**src/rtl/mem_stage_ctrl.sv**
```systemverilog
// ---------------------------------------------------------------------------
// mem_stage_ctrl
// MEM-stage controller. Takes the EX/MEM pipeline register (*_M), runs the
// load/store on a req/ack data-memory bus, stalls upstream while the bus
// transaction is open, and produces the MEM/WB pipeline register (*_W).
// Misaligned accesses and bus timeouts are reported on a one-cycle mem_err.
//
// Ports
//   clk, rst                      clock (rising edge), async active-high reset
//   RegW_enable_M .. RDadd_M      EX/MEM register contents
//   stall_M                       hold EX/MEM and earlier stages (combinational)
//   dmem_req/we/addr/wdata        registered bus request
//   dmem_ack, dmem_rdata          bus completion and load data
//   RegW_enable_W .. RDadd_W      MEM/WB register contents
//   mem_err                       one-cycle pulse: misaligned or timed out
//
// Parameter
//   TIMEOUT   ACCESS cycles without ack before the access is aborted;
//             0 disables the timeout.
// ---------------------------------------------------------------------------
module mem_stage_ctrl #(
  parameter int unsigned TIMEOUT = 15
) (
  input  logic        clk,
  input  logic        rst,
  input  logic        RegW_enable_M,
  input  logic        Mem_Write_M,
  input  logic        Mem_Read_M,
  input  logic        Result_src_M,
  input  logic [31:0] ALU_result_M,
  input  logic [31:0] Write_Data_M,
  input  logic [4:0]  RDadd_M,
  output logic        stall_M,
  output logic        dmem_req,
  output logic        dmem_we,
  output logic [31:0] dmem_addr,
  output logic [31:0] dmem_wdata,
  input  logic        dmem_ack,
  input  logic [31:0] dmem_rdata,
  output logic        RegW_enable_W,
  output logic        Result_src_W,
  output logic [31:0] ALU_result_W,
  output logic [31:0] Read_Data_W,
  output logic [4:0]  RDadd_W,
  output logic        mem_err
);

  typedef enum logic [1:0] {
    S_IDLE   = 2'd0,
    S_ACCESS = 2'd1,
    S_DONE   = 2'd2
  } state_t;

  // Counter only needs to reach TIMEOUT-1; the abort fires on that cycle.
  localparam int unsigned CW = (TIMEOUT < 2) ? 1 : $clog2(TIMEOUT + 1);
  localparam bit          TMO_EN = (TIMEOUT != 0);
  localparam logic [CW-1:0] CNT_LAST = CW'((TIMEOUT == 0) ? 0 : TIMEOUT - 1);

  state_t state_q, state_d;

  logic [CW-1:0] cnt_q, cnt_d;
  logic          req_q, req_d;
  logic          we_q, we_d;
  logic [31:0]   addr_q, addr_d;
  logic [31:0]   wdata_q, wdata_d;
  logic [31:0]   rdata_q, rdata_d;     // data captured on ack
  logic          tmo_q, tmo_d;         // current transaction timed out
  logic          regw_w_q, regw_w_d;
  logic          rsrc_w_q, rsrc_w_d;
  logic [31:0]   alu_w_q, alu_w_d;
  logic [31:0]   rdata_w_q, rdata_w_d;
  logic [4:0]    rd_w_q, rd_w_d;
  logic          err_q, err_d;

  logic mem_op;
  logic aligned;
  logic start_acc;
  logic tmo_hit;

  assign mem_op    = Mem_Read_M | Mem_Write_M;
  assign aligned   = (ALU_result_M[1:0] == 2'b00);
  assign start_acc = (state_q == S_IDLE) & mem_op & aligned;
  assign tmo_hit   = TMO_EN && (cnt_q == CNT_LAST);

  // -------------------------------------------------------------------------
  // State register
  // -------------------------------------------------------------------------
  // NOTE: sequential state uses non-blocking assignments so every register
  // samples the pre-edge values, independent of statement order.
  always_ff @(posedge clk or posedge rst) begin
    if (rst) state_q <= S_IDLE;
    else     state_q <= state_d;
  end

  // -------------------------------------------------------------------------
  // Next-state logic
  // -------------------------------------------------------------------------
  always_comb begin
    state_d = state_q;
    unique case (state_q)
      S_IDLE:   if (start_acc) state_d = S_ACCESS;
      S_ACCESS: if (dmem_ack || tmo_hit) state_d = S_DONE;
      S_DONE:   state_d = S_IDLE;   // the load/store on *_M retires now
      default:  state_d = S_IDLE;
    endcase
  end

  // -------------------------------------------------------------------------
  // Output / datapath next-value logic
  // -------------------------------------------------------------------------
  always_comb begin
    // NOTE: every signal gets a default before the case so no path leaves it
    // unassigned, which would otherwise infer a latch.
    stall_M   = start_acc | (state_q == S_ACCESS);
    cnt_d     = cnt_q;
    req_d     = req_q;
    we_d      = we_q;
    addr_d    = addr_q;
    wdata_d   = wdata_q;
    rdata_d   = rdata_q;
    tmo_d     = tmo_q;
    err_d     = 1'b0;
    regw_w_d  = regw_w_q;
    rsrc_w_d  = rsrc_w_q;
    alu_w_d   = alu_w_q;
    rdata_w_d = rdata_w_q;
    rd_w_d    = rd_w_q;

    // Bus side
    unique case (state_q)
      S_IDLE: begin
        if (start_acc) begin
          req_d   = 1'b1;
          we_d    = Mem_Write_M;       // read+write together is a write
          addr_d  = {ALU_result_M[31:2], 2'b00};
          wdata_d = Write_Data_M;
          cnt_d   = '0;
          tmo_d   = 1'b0;
        end
      end
      S_ACCESS: begin
        if (dmem_ack) begin
          rdata_d = dmem_rdata;
          req_d   = 1'b0;
        end else if (tmo_hit) begin
          req_d   = 1'b0;
          tmo_d   = 1'b1;
          err_d   = 1'b1;
        end else begin
          cnt_d   = cnt_q + 1'b1;
        end
      end
      S_DONE:  cnt_d = '0;
      default: ;
    endcase

    // MEM/WB register: bubble while stalled, otherwise take *_M
    if (stall_M) begin
      regw_w_d = 1'b0;
      rsrc_w_d = 1'b0;
    end else begin
      regw_w_d  = RegW_enable_M;
      rsrc_w_d  = Result_src_M;
      alu_w_d   = ALU_result_M;
      rd_w_d    = RDadd_M;
      rdata_w_d = '0;
      if (state_q == S_DONE) begin
        if (tmo_q)      regw_w_d  = 1'b0;
        else if (!we_q) rdata_w_d = rdata_q;
      end else if (mem_op && !aligned) begin
        // Misaligned: retire without a bus cycle and without a write-back.
        regw_w_d = 1'b0;
        err_d    = 1'b1;
      end
    end
  end

  // -------------------------------------------------------------------------
  // Datapath registers
  // -------------------------------------------------------------------------
  always_ff @(posedge clk or posedge rst) begin
    if (rst) begin
      cnt_q     <= '0;
      req_q     <= 1'b0;
      we_q      <= 1'b0;
      addr_q    <= '0;
      wdata_q   <= '0;
      rdata_q   <= '0;
      tmo_q     <= 1'b0;
      regw_w_q  <= 1'b0;
      rsrc_w_q  <= 1'b0;
      alu_w_q   <= '0;
      rdata_w_q <= '0;
      rd_w_q    <= '0;
      err_q     <= 1'b0;
    end else begin
      cnt_q     <= cnt_d;
      req_q     <= req_d;
      we_q      <= we_d;
      addr_q    <= addr_d;
      wdata_q   <= wdata_d;
      rdata_q   <= rdata_d;
      tmo_q     <= tmo_d;
      regw_w_q  <= regw_w_d;
      rsrc_w_q  <= rsrc_w_d;
      alu_w_q   <= alu_w_d;
      rdata_w_q <= rdata_w_d;
      rd_w_q    <= rd_w_d;
      err_q     <= err_d;
    end
  end

  assign dmem_req      = req_q;
  assign dmem_we       = we_q;
  assign dmem_addr     = addr_q;
  assign dmem_wdata    = wdata_q;
  assign RegW_enable_W = regw_w_q;
  assign Result_src_W  = rsrc_w_q;
  assign ALU_result_W  = alu_w_q;
  assign Read_Data_W   = rdata_w_q;
  assign RDadd_W       = rd_w_q;
  assign mem_err       = err_q;

endmodule

```
**config.mk**
```make
export PLATFORM = sky130hd
export DESIGN_NAME = mem_stage_ctrl
export DESIGN_NICKNAME = d
export VERILOG_FILES = /design/src/rtl/mem_stage_ctrl.sv
export SDC_FILE = /design/constraint.sdc
export NUM_CORES = 1
export LEC_CHECK = 0
export CAP_MARGIN = 20
export CORE_MARGIN = 10
export CORE_UTILIZATION = 45
export DETAILED_ROUTE_END_ITERATION = 10
export PLACE_DENSITY = 0.8
export SLEW_MARGIN = 20
export SYNTH_ARGS = -nofsm -noshare
export SYNTH_HDL_FRONTEND = slang
export SYNTH_SLANG_ARGS = --single-unit
export TNS_END_PERCENT = 100
```
**constraint.sdc**
```tcl
create_clock -name clk -period 8.9 [get_ports clk]
set_input_delay 2.225 -clock clk [delete_from_list [all_inputs] [get_ports clk]]
set_output_delay 2.225 -clock clk [all_outputs]
set_load 0.005 [all_outputs]
```
-- Yosys cells after proc, flatten, opt, wreduce, memory -nomap -nowiden
Index checks and enable logic that the tools add are counted.
- register bits: 175
- bits in latches: 0
- memory bits (writable): 0
- ROM bits: 0
- input bits: 108
- memories kept: 0
- $add $sub $neg: 1
- multipliers: 0
- div/mod/pow operators: 0
- $lt $le $gt $ge: 0
- equality and inequality tests: 9
- shifts and indexed selects: 0
- mux-type cells: 29
- bitwise operators: 4
- reduce and logical (&&, ||, !) cells: 13
- operators with widths (cell ; count):
    32-bit two-way mux ; 3
    1-bit two-way mux ; 17
    4-bit two-way mux ; 3
    4-bit one-hot mux with 3 select lines ; 1
    2-bit inequality test (second input constant) ; 5
    4-bit AND reduction ; 2
    2-bit AND reduction ; 3
    4-bit by 1-bit adder with 4-bit output (second input constant) ; 1
    4-bit equality test (second input constant) ; 1
    2-bit zero test ; 2
    2-bit two-way mux ; 2
    1-bit one-hot mux with 2 select lines ; 2
    2-bit one-hot mux with 2 select lines ; 1
    3-bit inequality test (second input constant) ; 1
    3-bit AND reduction ; 1
    3-bit nonzero test ; 1
    1-bit AND ; 2
    2-bit by 1-bit equality test with 1-bit output (second input constant) ; 1
    2-bit equality test (second input constant) ; 1
    1-bit OR ; 2
    2-bit nonzero test ; 1
    1-bit logical AND ; 1
    1-bit zero test ; 1
    1-bit logical OR ; 1

-- Longest topological paths before layout
- word-level depth: 7
- mapped depth: 6
- depth with buffers taken out: 6

-- Least setup slack after synthesis
Ideal clock, no wire load.
- path type: input-to-output
- start point: input port ALU_result_M[0]
- end point: output port stall_M
- arrival time: 2.889 ns
- data required time: 6.675 ns
- path slack: 3.786 ns
- stages: 4
- path buffers: 2
- cells stage by stage: nor3_2 -> o21ba_1 -> buf_6 -> buf_2
- word-level cells in the longest chain between the ends: 3
- ends and longest elaborated chain (element ; line ; source):
    from (decl) ; 30 ; input logic [31:0] ALU_result_M,
    2-bit zero test ; 81 ; assign aligned = (ALU_result_M[1:0] == 2'b00);
    1-bit AND ; 82 ; assign start_acc = (state_q == S_IDLE) & mem_op & aligned;
    1-bit OR ; 114 ; stall_M = start_acc | (state_q == S_ACCESS);
    to (decl) ; 33 ; output logic stall_M,
No other way between the ends.

-- Worst setup path in the final report
- start point: input port Mem_Write_M
- end point: output port stall_M
- word-level cells in the longest chain between the ends: 4
- ends and longest elaborated chain (element ; line ; source):
    from (decl) ; 27 ; input logic Mem_Write_M,
    1-bit OR ; 80 ; assign mem_op = Mem_Read_M | Mem_Write_M;
    1-bit AND (2 in series) ; 82 ;
    1-bit OR ; 114 ;
No other way between the ends.

==> results by stage <==
Finish:
- The utilization of the core after routing is ~67%.
- The number of antenna diodes is 0.
- The number of nets at the end of the flow is approximately 760.
- The library cell used most frequently in the layout, excluding fill and tap cells, is clkdlybuf4s50_1.
- The post-route netlist has a little over a quarter of its cells at a drive strength greater than 1.
- The area growth from synthesis to layout is 44.7%.
- In the layout the commonest cells are clkdlybuf4s50_1 (244), dfrtp_1 (175), mux2_4 (113), a22o_1 (32), mux2_2 (20).

Yosys:
- For this run, the register share of the synthesized area comes to around 62%.
- The primary flip-flop cell chosen by synthesis mapping is dfrtp_1.
- In this run the cell area of the synthesized design comes to between 7000 and 8000 um^2.
- The mean post-synth cell area is between 15 and 20 um^2.
- Synthesis handed over a netlist of 409 instances.
- The synthesized design contains around 180 register bits.
- The Yosys warning count is 0.
- After synthesis, the netlist uses 34 different library cells.
- In the synthesized netlist the async set-or-reset flop fraction comes to between 90% and 100%.
- The number of enable flip-flop cells after synthesis is 0.

CTS:
- The clock drives between 150 and 200 sinks.
- The CTS H-tree depth is 4.
- The clock root buffer is clkbuf_16.
- Once the clock tree was built, the resizer swapped 0 gates to a different size.
- The TritonCTS clock tree is built.
- The clock transition at the registers of the reported paths is 60 ps.
- The worst-skew pair later-pin latency is between 400 and 500 ps.
- The count of hold buffers inserted by post-cts repair is 0.
- The number of setup buffers added after CTS is 0.
- The total CTS buffers is 17.
- The clock passes through at most 2 buffers.

Timing:
- The number of slew-limit violations in the final report is 0.
- In the finished design, the share of the clock period the worst path needs comes to 75.8%.
- The clock arrives with roughly 5.7 ps of skew.
- The hold violation count in the final report is 0.
- Setup repair after global routing left no endpoint under its margin.
- The maximum clock rate is about 0.15 GHz.
- The total negative setup slack is 0 ps.
- Setup violations remaining at the end of the flow were counted as 0.
- The routed design could run at a clock period as short as approximately 6700 ps.
- For the pin with the worst max-slew slack, the measured transition is between 1000 and 1500 ps.
- Once routing completed, OpenROAD measured the worst setup slack at 2150 ps.
- Measured against its own limit, the worst slew margin works out to roughly 29%.

Global route:
- The remaining global-route overflow is 0.
- The maximum number of pins on one net before global-route repair is about 110.
- The total routing usage reported by global routing is between 10% and 20%.
- The first global-routing pass estimated between 30 and 40 mm of wire.
- The via count of the first global-routing pass is slightly below 5000.
- The number of antenna violations at the first check in global routing came to 0.

Run status:
- The run finished with clean final reports.

Critical path:
- The worst flop-to-flop path startpoint is state_q[1]$_DFFE_PP0P_.
- The top fanout value on the critical path is 40.
- The worst path buffer plus inverter count is 2.
- The cell at the slowest stage of the critical path is o21ba_4.
- The critical path arrival is about 4500 ps.
- The worst endpoint required time is 6680 ps.
- The kind of launch point of the worst setup path is an input port.
- The critical path is of the in2out type.
- The largest single stage delay on the critical path is ~630 ps.
- The start point of the critical path is Mem_Write_M.
- STA classifies the critical path endpoint as a primary output.
- The cell that appears most often on the critical path is clkdlybuf4s50_1.
- The cell family contributing the most delay on the critical path is buffers and inverters.
- The signal on the critical path passes through clkdlybuf4s50_1 -> nor2_2 -> nor3_2 -> o21ba_4 -> clkdlybuf4s50_1.

Die:
- The core outline area is roughly 15000 um^2.
- The die is between 100 and 150 um tall.
- The die covers approximately 21000 um^2.
- The die width is 145 um.
- During I/O placement, the number of pins put on the boundary was around 250.
- The row count is 45.
- The starting utilization of the core area is a little under half.

Routing:
- For this run, design rule violations remaining after detail routing come to 0.
- The detailed router finished its first iteration with between 150 and 200 violations.
- The via total after detailed routing is roughly 4400.
- The first detailed-routing pass took 4 iterations.
- In the final routed layout, each cell accounts on average for about 22 um.
- The count of nets left with antenna violations once routing finished came out at 0.
- The final wirelength is 19.1 mm.
- The vias per cell is 4.99.

Place:
- Routability-driven placement finished with a final weighted congestion of roughly 0.81.
- Detailed placement finished with a half-perimeter wire length of ~14 mm.
- Buffers placed on the I/O ports in this run total around 240.
- Timing analysis after detailed placement gives a worst setup slack of between 2000 and 2500 ps.

Run:
- The count of maximum capacitance violations is 0.

Worst hold path:
- The path class of the tightest hold or removal check is reg2reg.
- The start point of the worst hold path is rdata_q[30]$_DFFE_PP0P_.

Power and ir drop:
- The power density over the cells is approximately 250 nW/um^2.
- Across the VDD grid, the largest voltage drop is around 140 uV.
- The leakage power figure is 0.00470 uW.
==> metrics by stage <==
stage	hold slack (ps)	cell area, um^2	total power [uW]	instances
2_1_floorplan	460	7080	1410	410
3_3_place_gp	470	9610	1770	844
3_5_place_dp	483	9610	1800	844
4_1_cts	498	10200	2550	875
5_1_grt	514	10200	2650	876
6_report	492	10200	2530	876
==> power by group <==
part           total, uW  switching, uW  leakage [uW]  internal (uW)
combinational        693            215       0.00227            478
sequential          1090            111       0.00214            977
clock                747            292      0.000289            454
total               2530            618       0.00470           1910
==> cells by family after synthesis <==
family	count (synthesis)	share of synthesized area, %
adder cells (fa/ha/maj)	2	0.354
other	1	0.0530
flip-flops	175	61.9
XOR/XNOR	1	0.124
buffers and inverters	28	3.20
multiplexers	133	27.2
AO/OA/AOI/OAI	47	5.41
AND/OR/NAND/NOR	22	1.75
==> final timing paths <==
check | to | slack [ps] | depth (start not counted)
worst min-delay path | Read_Data_W[30]$_DFFE_PP0N_ | 490 | 1
worst max-delay path | stall_M | 2150 | 5
worst min register to register | Read_Data_W[30]$_DFFE_PP0N_ | 490 | 1
max in group asynchronous | dmem_wdata[2]$_DFFE_PP0P_ | 5040 | 3
worst max register to register | RDadd_W[4]$_DFFE_PP0N_ | 6560 | 3
min in group asynchronous | dmem_addr[16]$_DFFE_PP0P_ | 2390 | 2
==> Yosys cell counts, types with 2 or more instances <==
library cell	n	area [um^2]
buf_4	2	15.0
mux2_2	20	225
nor3_2	2	20.0
nand2_1	4	15.0
o221ai_1	2	17.5
nand3_1	3	15.0
inv_1	4	15.0
dfrtp_1	175	4380
a21oi_1	2	10.0
nor2_2	2	12.5
o22ai_1	2	12.5
nor2_1	2	7.51
and3_1	2	12.5
o21ai_0	2	10.0
nor3_1	3	15.0
a22o_1	32	280
buf_2	7	35.0
mux2_4	113	1700
buf_6	14	158
ha_1	2	25.0
==> final cells by class <==
class	instances	area (um^2)
well taps	211	264
flip-flops and latches	175	4380
repair buffers	247	2470
clock buffers	21	460
clock inverters	10	138
multi-input cells	207	2500
inverters	5	23.8
fillers	1069	5080
==> layer usage <==
metal,vias up,track usage [%],routed length [um]
met3,21,5.93,1300
met2,191,28.9,9050
met4,0,6.47,377
li1,1956,-,-
met1,2204,22.6,8330
met5,-,0,0
==> sequential cells by signal, indices dropped and copies added, names as in the netlist <==
| register | flops |
|---|---|
| dmem_addr | 30 |
| dmem_req | 1 |
| tmo_q | 1 |
| dmem_we | 1 |
| dmem_wdata | 32 |
| cnt_q | 4 |
| rdata_q | 32 |
| RegW_enable_W | 1 |
| Read_Data_W | 32 |
| Result_src_W | 1 |
| RDadd_W | 5 |
| ALU_result_W | 32 |
| mem_err | 1 |
| state_q | 2 |
No activity file was read; power rests on OpenSTA's default activity.
